## src/rtl/uart_arb_pkg.sv

```systemverilog
// Shared types and helpers for the UART transmit arbiter.
package uart_arb_pkg;

  typedef enum logic [1:0] {
    IDLE,
    SEND,
    WAIT_DONE,
    WAIT_REQ
  } state_t;

  localparam logic [15:0] TIMEOUT_DEF = 16'd50000;
  localparam int unsigned MAX_REQ     = 8;
  localparam int unsigned MAX_IW      = 3;

  // Index of the set bit in a one-hot vector; zero when nothing is set.
  function automatic logic [MAX_IW-1:0] onehot2idx(input logic [MAX_REQ-1:0] oh);
    logic [MAX_IW-1:0] r;
    r = '0;
    for (int i = 0; i < int'(MAX_REQ); i++) begin
      if (oh[i]) r = MAX_IW'(i);
    end
    return r;
  endfunction

endpackage

```

## src/rtl/uart_tx_arb_rr_pick.sv

```systemverilog
// Round-robin winner select: first request above ptr, wrapping around.
module rr_pick
  import uart_arb_pkg::*;
#(
  parameter int unsigned NUM_REQ = 3,
  parameter int unsigned IW      = $clog2(NUM_REQ)
) (
  input  logic [NUM_REQ-1:0] req,
  input  logic [IW-1:0]      ptr,
  output logic [NUM_REQ-1:0] win,
  output logic [IW-1:0]      idx
);

  logic [IW-1:0] sel;

  always_comb begin
    win = '0;
    sel = '0;
    for (int k = 1; k <= int'(NUM_REQ); k++) begin
      sel = IW'((int'(ptr) + k) % int'(NUM_REQ));
      if (win == '0 && req[sel]) win[sel] = 1'b1;
    end
    idx = IW'(onehot2idx(MAX_REQ'(win)));
  end

endmodule

```

## src/rtl/uart_tx_arb.sv

```systemverilog
// Packet-level round-robin arbiter feeding a single UART transmitter.
module uart_tx_arb
  import uart_arb_pkg::*;
#(
  parameter int unsigned NUM_REQ = 3,
  parameter logic [15:0] TIMEOUT = TIMEOUT_DEF
) (
  input  logic                 clk,
  input  logic                 rst,
  input  logic [NUM_REQ-1:0]   req,
  input  logic [NUM_REQ-1:0]   last,
  input  logic [8*NUM_REQ-1:0] data,
  input  logic                 tx_done,
  output logic                 trmt,
  output logic [7:0]           tx_data,
  output logic [NUM_REQ-1:0]   ack,
  output logic [NUM_REQ-1:0]   gnt,
  output logic                 err
);

  localparam int unsigned IW = $clog2(NUM_REQ);

  state_t               state_q, state_n;
  logic [IW-1:0]        ptr_q, ptr_n, own_q, own_n, pick_idx;
  logic [NUM_REQ-1:0]   pick_oh, gnt_n, ack_n;
  logic [7:0]           tx_data_n;
  logic                 lst_q, lst_n, trmt_n, err_n, expire;
  logic [15:0]          wd_q, wd_n, wd_inc;
  logic [7:0]           bytes [NUM_REQ];

  for (genvar g = 0; g < int'(NUM_REQ); g++) begin : g_byte
    assign bytes[g] = data[8*g +: 8];
  end

  rr_pick #(.NUM_REQ(NUM_REQ), .IW(IW)) u_pick (
    .req (req),
    .ptr (ptr_q),
    .win (pick_oh),
    .idx (pick_idx)
  );

  // Next-state and next-output logic.
  always_comb begin
    state_n   = state_q;
    ptr_n     = ptr_q;
    own_n     = own_q;
    gnt_n     = gnt;
    tx_data_n = tx_data;
    lst_n     = lst_q;
    wd_n      = wd_q;
    trmt_n    = 1'b0;
    ack_n     = '0;
    err_n     = 1'b0;
    wd_inc    = (wd_q == TIMEOUT) ? wd_q : wd_q + 16'd1;
    expire    = (wd_inc == TIMEOUT - 16'd1);

    case (state_q)
      IDLE: begin
        if (|req) begin
          tx_data_n = bytes[pick_idx];
          lst_n     = last[pick_idx];
          gnt_n     = pick_oh;
          own_n     = pick_idx;
          trmt_n    = 1'b1;
          state_n   = SEND;
        end
      end
      SEND: begin
        wd_n    = '0;
        state_n = WAIT_DONE;
      end
      WAIT_DONE: begin
        wd_n = wd_inc;
        // tx_done takes precedence over a coincident watchdog expiry
        if (tx_done) begin
          ack_n = gnt;
          if (lst_q) begin
            gnt_n   = '0;
            ptr_n   = own_q;
            state_n = IDLE;
          end else begin
            state_n = WAIT_REQ;
          end
        end else if (expire) begin
          err_n   = 1'b1;
          gnt_n   = '0;
          ptr_n   = own_q;
          state_n = IDLE;
        end
      end
      WAIT_REQ: begin
        wd_n = wd_inc;
        if (req[own_q]) begin
          tx_data_n = bytes[own_q];
          lst_n     = last[own_q];
          trmt_n    = 1'b1;
          state_n   = SEND;
        end else if (expire) begin
          err_n   = 1'b1;
          gnt_n   = '0;
          ptr_n   = own_q;
          state_n = IDLE;
        end
      end
      default: state_n = IDLE;
    endcase
  end

  always_ff @(posedge clk) begin
    if (rst) begin
      state_q <= IDLE;
      ptr_q   <= IW'(NUM_REQ - 1);
      own_q   <= '0;
      gnt     <= '0;
      tx_data <= '0;
      lst_q   <= 1'b0;
      wd_q    <= '0;
      trmt    <= 1'b0;
      ack     <= '0;
      err     <= 1'b0;
    end else begin
      state_q <= state_n;
      ptr_q   <= ptr_n;
      own_q   <= own_n;
      gnt     <= gnt_n;
      tx_data <= tx_data_n;
      lst_q   <= lst_n;
      wd_q    <= wd_n;
      trmt    <= trmt_n;
      ack     <= ack_n;
      err     <= err_n;
    end
  end

endmodule

```

## config.mk

```make
export PLATFORM = sky130hd
export DESIGN_NAME = uart_tx_arb
export DESIGN_NICKNAME = d
export VERILOG_FILES = /design/src/rtl/uart_arb_pkg.sv /design/src/rtl/uart_tx_arb_rr_pick.sv /design/src/rtl/uart_tx_arb.sv
export SDC_FILE = /design/constraint.sdc
export NUM_CORES = 1
export LEC_CHECK = 0
export BUFFER_PORTS_ARGS = -buffer_cell sky130_fd_sc_hd__buf_2
export CAP_MARGIN = 40
export CORE_MARGIN = 5
export CORE_UTILIZATION = 57
export CTS_CLUSTER_SIZE = 20
export DETAILED_ROUTE_END_ITERATION = 8
export PLACE_DENSITY = 0.88
export SYNTH_ARGS = -nofsm -noshare
export SYNTH_HDL_FRONTEND = slang
export SYNTH_HIERARCHICAL = 1
export SYNTH_SLANG_ARGS = --single-unit
```

## constraint.sdc

```tcl
create_clock -name clk -period 3.3 [get_ports clk]
set_input_delay 0.66 -clock clk [delete_from_list [all_inputs] [get_ports clk]]
set_output_delay 0.66 -clock clk [all_outputs]
set_load 0.05 [all_outputs]
```

== After elaboration in Yosys (flattened, before gate mapping) ==
Index checks and enable logic that the tools add are counted.
Word-level totals
  register bits after elaboration: 39
  output and inout port bits: 16
Operators by class
  add/sub/neg operators: 4
  div/mod/pow operators: 3
  magnitude comparators: 10
  equal/unequal tests: 9
  mux-type cells: 61
  bitwise gates (word level): 6
  reductions and logical operators: 19
Operator list (number)
  remainder unit 32 x 3 -> 32 bit, second input constant: 3
  two-way mux 8 bit: 6
  binary-select mux 8 bit (select 2 bit): 2
  == test 16 bit, second input constant: 2
  case mux 16 bit (2 select lines): 1
  two-way mux 3 bit: 8
  two-way mux 2 bit: 10
  two-way mux 1 bit: 17
  adder 16 x 1 -> 16 bit, second input constant: 1
  two-way mux 16 bit: 1
  case mux 8 bit (2 select lines): 1
  less-than comparator 2 x 3 -> 1 bit, second input constant: 5
  binary-select mux 1 bit (select 2 bit): 6
  case mux 3 bit (3 select lines): 1
  case mux 2 bit (4 select lines): 1
  adder 2 x 2 -> 3 bit, second input constant: 2
  demux 1 bit (select 2 bit): 3
  >= comparator 2 x 1 -> 1 bit, second input constant: 3
  >= comparator 3 bit, second input constant: 2
  zero test 3 bit: 2
  != test 2 bit, second input constant: 3
  NOT 2 -> 3 bit: 2
  OR 3 bit: 2
  case mux 1 bit (2 select lines): 3
  15 further kinds: 25

== Logic depth before layout (Yosys ltp) ==
  depth in word-level cells: 21
  mapped depth: 13
  mapped depth without buffers: 11

== Hierarchy ==
Netlist, hierarchy kept.
Modules (own cells, without submodules)
  uart_tx_arb: times used 1, cells each 336, area an instance 2720.1 sq um, seq. area each 780.7 sq um
  rr_pick: times used 1, cells each 49, area an instance 335.3 sq um, seq. area each 0.0 sq um

== Worst setup path after synthesis ==
Ideal clock, no wire load.
  path type: register -> register
  start point: register ptr_q[0]
  end point: register tx_data[2]
  arrival time: 2.856 ns
  setup slack: 0.310 ns
  cell stages (with the launch flop): 12
  path buffers: 1
  clock period less this slack: 2.990 ns
  cells stage by stage: dfxtp_1 > inv_1 > ha_1 > a21bo_1 > a221o_1 > or4b_4 > o211ai_2 > clkbuf_1 > mux2i_1 > o21ai_0 > o211ai_1 > a21oi_1
Between the ends
  elaborated cells on any way between the ends: 44
  classes of those cells: add/sub (3); div (3); order compare (6); mux (22); bitwise (3); reduce/logical (7)
RTL lines
  from (decl): RTL line uart_tx_arb.sv:24  | logic [IW-1:0] ptr_q, ptr_n, own_q, own_n, pick_idx;
  from (signal assigned): RTL line uart_tx_arb.sv:112  | ptr_q <= IW'(NUM_REQ - 1);
  from (signal assigned): RTL line uart_tx_arb.sv:123  | ptr_q <= ptr_n;
  adder 2 x 1 -> 3 bit: RTL line uart_tx_arb_rr_pick.sv:20  | sel = IW'((int'(ptr) + k) % int'(NUM_REQ));
  remainder unit 32 x 3 -> 32 bit: RTL line uart_tx_arb_rr_pick.sv:20
  less-than comparator 2 x 3 -> 1 bit (implied by the code) or >= comparator 2 x 1 -> 1 bit (tied branches): RTL line uart_tx_arb_rr_pick.sv:21  | if (win == '0 && req[sel]) win[sel] = 1'b1;
  logical AND 1 bit (implied by the code): RTL line uart_tx_arb_rr_pick.sv:21
  two-way mux 1 bit (implied by the code): RTL line uart_tx_arb_rr_pick.sv:21
  demux 1 bit (select 2 bit)
  two-way mux 3 bit: RTL line uart_tx_arb_rr_pick.sv:21
  zero test 3 bit: RTL line uart_tx_arb_rr_pick.sv:21
  (+4 left out)
  two-way mux 3 bit (*): RTL line uart_tx_arb_rr_pick.sv:21
  two-way mux 2 bit (*): RTL line uart_arb_pkg.sv:20  | if (oh[i]) r = MAX_IW'(i);
  named net pick_idx[1]: RTL line uart_tx_arb.sv:24
  NOT 2 -> 3 bit (implied by the code) (*): RTL line uart_tx_arb.sv:60  | tx_data_n = bytes[pick_idx];
  binary-select mux 8 bit (select 2 bit) (*): RTL line uart_tx_arb.sv:60
  two-way mux 8 bit (implied by the code) (*) (2 in a row): RTL line uart_tx_arb.sv:60
  two-way mux 8 bit (*): RTL line uart_tx_arb.sv:59  | if (|req) begin
  case mux 8 bit (2 select lines) (*): RTL line uart_tx_arb.sv:57  | case (state_q)
  to (signal assigned): RTL line uart_tx_arb.sv:126  | tx_data <= tx_data_n;
  to (decl): RTL line uart_tx_arb.sv:15  | output logic [7:0] tx_data,
Mark *: on every way through the listed nets, which the timed path passes. The rest lies on a longest branch. The select of a mux whose other input is x is not followed.
A chain may end at the register's enable or synchronous reset.

== Final worst setup path ==
  start point: register ptr_q[0]
  end point: register tx_data[7]
Same word-level chain as after synthesis.

==> reports/metrics.cfg <==
[clock_tree]
cts-resized-gates=0
clock_latency_ns=0.29
ctsHtreeMaxLevel=2
cts_tree=done
cts_setup_buffers=0
holdBufCountCts=0
cts_buffers=5
max-clock-path-buffers=2
path_clk_slew_ns=0.07
cts-root-buf=clkbuf_8
cts.sinks=39

[layout]
final_area_um2=3340
multiInputGateArea_um2=2050
num-nets-final=462
fillers=439
num_antenna_cells=0
stdcell_count=489
regArea_um2=781
area_delta_synth_final_pct=9.46
drive_above_1_share_pct=20.3

[synthesis]
synth_warnings=6
synth_most_common_cell=nand2_1
syn-cell-area_um2=3060
synth_area_leaders=dfxtp_1 (26%), mux2i_1 (8.5%), a21oi_1 (5.6%), nand2_1 (5.3%), o211ai_1 (4.9%)
synth.mux.area_fraction_pct=8.97
ys_ff_latch=39
synthSimpleGateAreaFrac_pct=26.7
netlist_instances=385
synth-compound-area-share_pct=25.0
syn_area_per_cell_um2=7.94
synth_top_area_share_pct=25.6
synth-edff-count=0
synth.distinct_cells=65
synth_async_sr_flop_share_pct=0
synthAdderAreaFrac_pct=4.50
synthXorXnorAreaFrac_pct=1.72
mappedNetlistNets=429
ys.flop_type=dfxtp_1
yosysSeqAreaShare_pct=25.6
ys_top_cells_by_count=nand2_1 (43), dfxtp_1 (39), a21oi_1 (34)
synth_top_family_by_area=simple AND/OR/NAND/NOR gates
yosys.area.top_type=dfxtp_1

[pwr]
pwr-share-seq_pct=30.0
power_w=0.00223
sw_frac_of_total_pct=49.0
vdd_drop_max_v=0.000910
switchingPower_w=0.00110
internal-power_w=0.00114
comb_power_share_pct=56.1
clkPwrFrac_pct=13.9
powerDensity_nw_per_um2=668
power.leakage_nw=1.32

[floorplanning]
coreArea_um2=5170
dieArea_um2=6920
die_h_um=83.2
ios=49
start_util_pct=59.1
die_w_um=83.2
rows=26

[sta]
max_freq_mhz=340
finalSetupTns_ns=0
setup_violations=0
hold_slack_ns=0.465
fin_crit_sh_pct=89.2
finalHoldViolations=0
fin_worst_skew_ns=0.00598
slew_violations=0
maxSlewHeadroom_pct=41.9
rsz0062_at_grt=no
worst_pin_slew_ns=0.863
min_period_ns=2.94

[critical_path]
path_buf_inv=2
timing.critical_path.from_type=register
rr_worst_depth=11
reg2reg_to=tx_data[7]$_SDFFE_PP0P_
slowest_delay_ns=0.53
worst-path-max-fanout=9
ff2ff_setup_slack_ns=0.36
cp_data_arrival_time_ns=3.09
end_kind=register
slowest_stage=or4b_4
cp.required_ns=3.45
crit_family=compound AO/OA/AOI/OAI gates
path_cells=inv_1, ha_1, a21bo_1, a221o_1, or4b_4, o211ai_2, buf_4, mux2i_1, o21ai_0, o211ai_1, a21oi_1
crit_type=reg2reg
r2r_start=ptr_q[0]$_SDFFE_PP0P_

[detailed_routing]
post_drt_wl_per_cell_um=15.4
viasPerCell=6.17
drtIter0Drc=295
drc=0
ant_nets=0
vias=3018
wirelength_mm=7.51
first_pass_iters=6

[worst_hold_path]
holdPathStages=2
worstHoldPathType=reg2reg
hp-start=tx_data[7]$_SDFFE_PP0P_
holdPathEnd=tx_data[7]$_SDFFE_PP0P_

[placed_design]
routabilityCongestion=0.913
portBuffers=48
postPlaceCellArea_um2=3260
dp_hpwl_mm=5.46
dp_cells=481

[global_route]
grt_pass1_vias=2967
gr-usage-all-layers_pct=21.7
grt_max_degree=40
grt_pass1_wl_mm=13.0
grt-ovfl-total=0
antenna_found_initial=0

[run]
drv_cap=0

[outcome]
status=complete, no violations

-- tightest hold or removal path, cell delays in order, from the launching register on --
cell and delay (ns):
dfxtp_1 0.32, nand2_1 0.05, a21oi_1 0.05
-- state kept, by name, indices dropped and copies added, names as in the netlist --
register / flops
own_q: 2
lst_q: 1
ack: 3
err: 1
ptr_q: 2
state_q: 2
gnt: 3
wd_q: 16
tx_data: 8
trmt: 1
-- metal layers --
layer / track usage (%) / part of all wire, % / vias up
met1: 26.8 / 43 / 1405
met3: 5.94 / 8.3 / 10
met4: 7.58 / 0.92 / 0
met5: 0 / 0 / -
li1: - / - / 1466
met2: 36.2 / 47 / 137
-- cells in the final DEF, fill, tap and decap left out, drive strengths merged, types with 6 or more instances in the layout --
cell / count
nand3: 10
o21ai: 31
a31oi: 7
nor2b: 7
nand4: 11
nor2: 31
nand2: 43
inv: 13
a21oi: 34
buf: 56
ha: 11
nor3: 7
mux2i: 27
o211ai: 21
and2: 6
dfxtp: 39
clkbuf: 7
-- metrics by stage --
stage	utilization [%]	worst slack (ns)
after floorplan	-	0.310
after global placement	63.0	0.278
after detailed placement	63.0	0.239
after CTS	64.6	0.290
after global routing	64.7	0.168
final	64.7	0.357
-- how the worst max path moves through the flow --
| stage | from | endpoint | slack, ns | depth (start not counted) |
|---|---|---|---|---|
| 2_1_floorplan | ptr_q[0]$_SDFFE_PP0P_ | tx_data[2]$_SDFFE_PP0P_ | 0.31 | 11 |
| 3_3_place_gp | req[2] | tx_data[7]$_SDFFE_PP0P_ | 0.28 | 11 |
| 3_5_place_dp | req[2] | tx_data[7]$_SDFFE_PP0P_ | 0.24 | 11 |
| 4_1_cts | ptr_q[0]$_SDFFE_PP0P_ | lst_q$_SDFFE_PP0P_ | 0.29 | 13 |
| 5_1_grt | ptr_q[0]$_SDFFE_PP0P_ | tx_data[7]$_SDFFE_PP0P_ | 0.17 | 11 |
| 6_report | ptr_q[0]$_SDFFE_PP0P_ | tx_data[7]$_SDFFE_PP0P_ | 0.36 | 11 |
-- power by group through the flow --
stage	sequential, W	clock (W)	combinational, W
final	0.000670	0.000311	0.00125
after global routing	0.000681	0.000331	0.00137
after CTS	0.000667	0.000314	0.00123
after detailed placement	0.000673	0	0.00123
after global placement	0.000671	0	0.00119
after floorplan	0.000858	0	0.000744
-- final cells by class --
class	count	area share [%]
Inverter	13	1.46
Clock inverter	1	0.150
Timing Repair Buffer	56	8.98
Clock buffer	7	2.28
Multi-Input combinational cell	303	61.2
Tap cell	70	2.62
Sequential cell	39	23.3
-- cells by family (layout without fill, tap and decap cells) --
logic type	count (synthesis)	after routing
and+or+nand+nor	142	142
AOI/OAI and AO/OA	117	117
buffers and inverters	43	77
DFF	39	39
muxes	27	27
adders and majority gates	11	11
xor gates and xnor gates	6	6
Note: power is estimated with default switching activity, not from simulation.
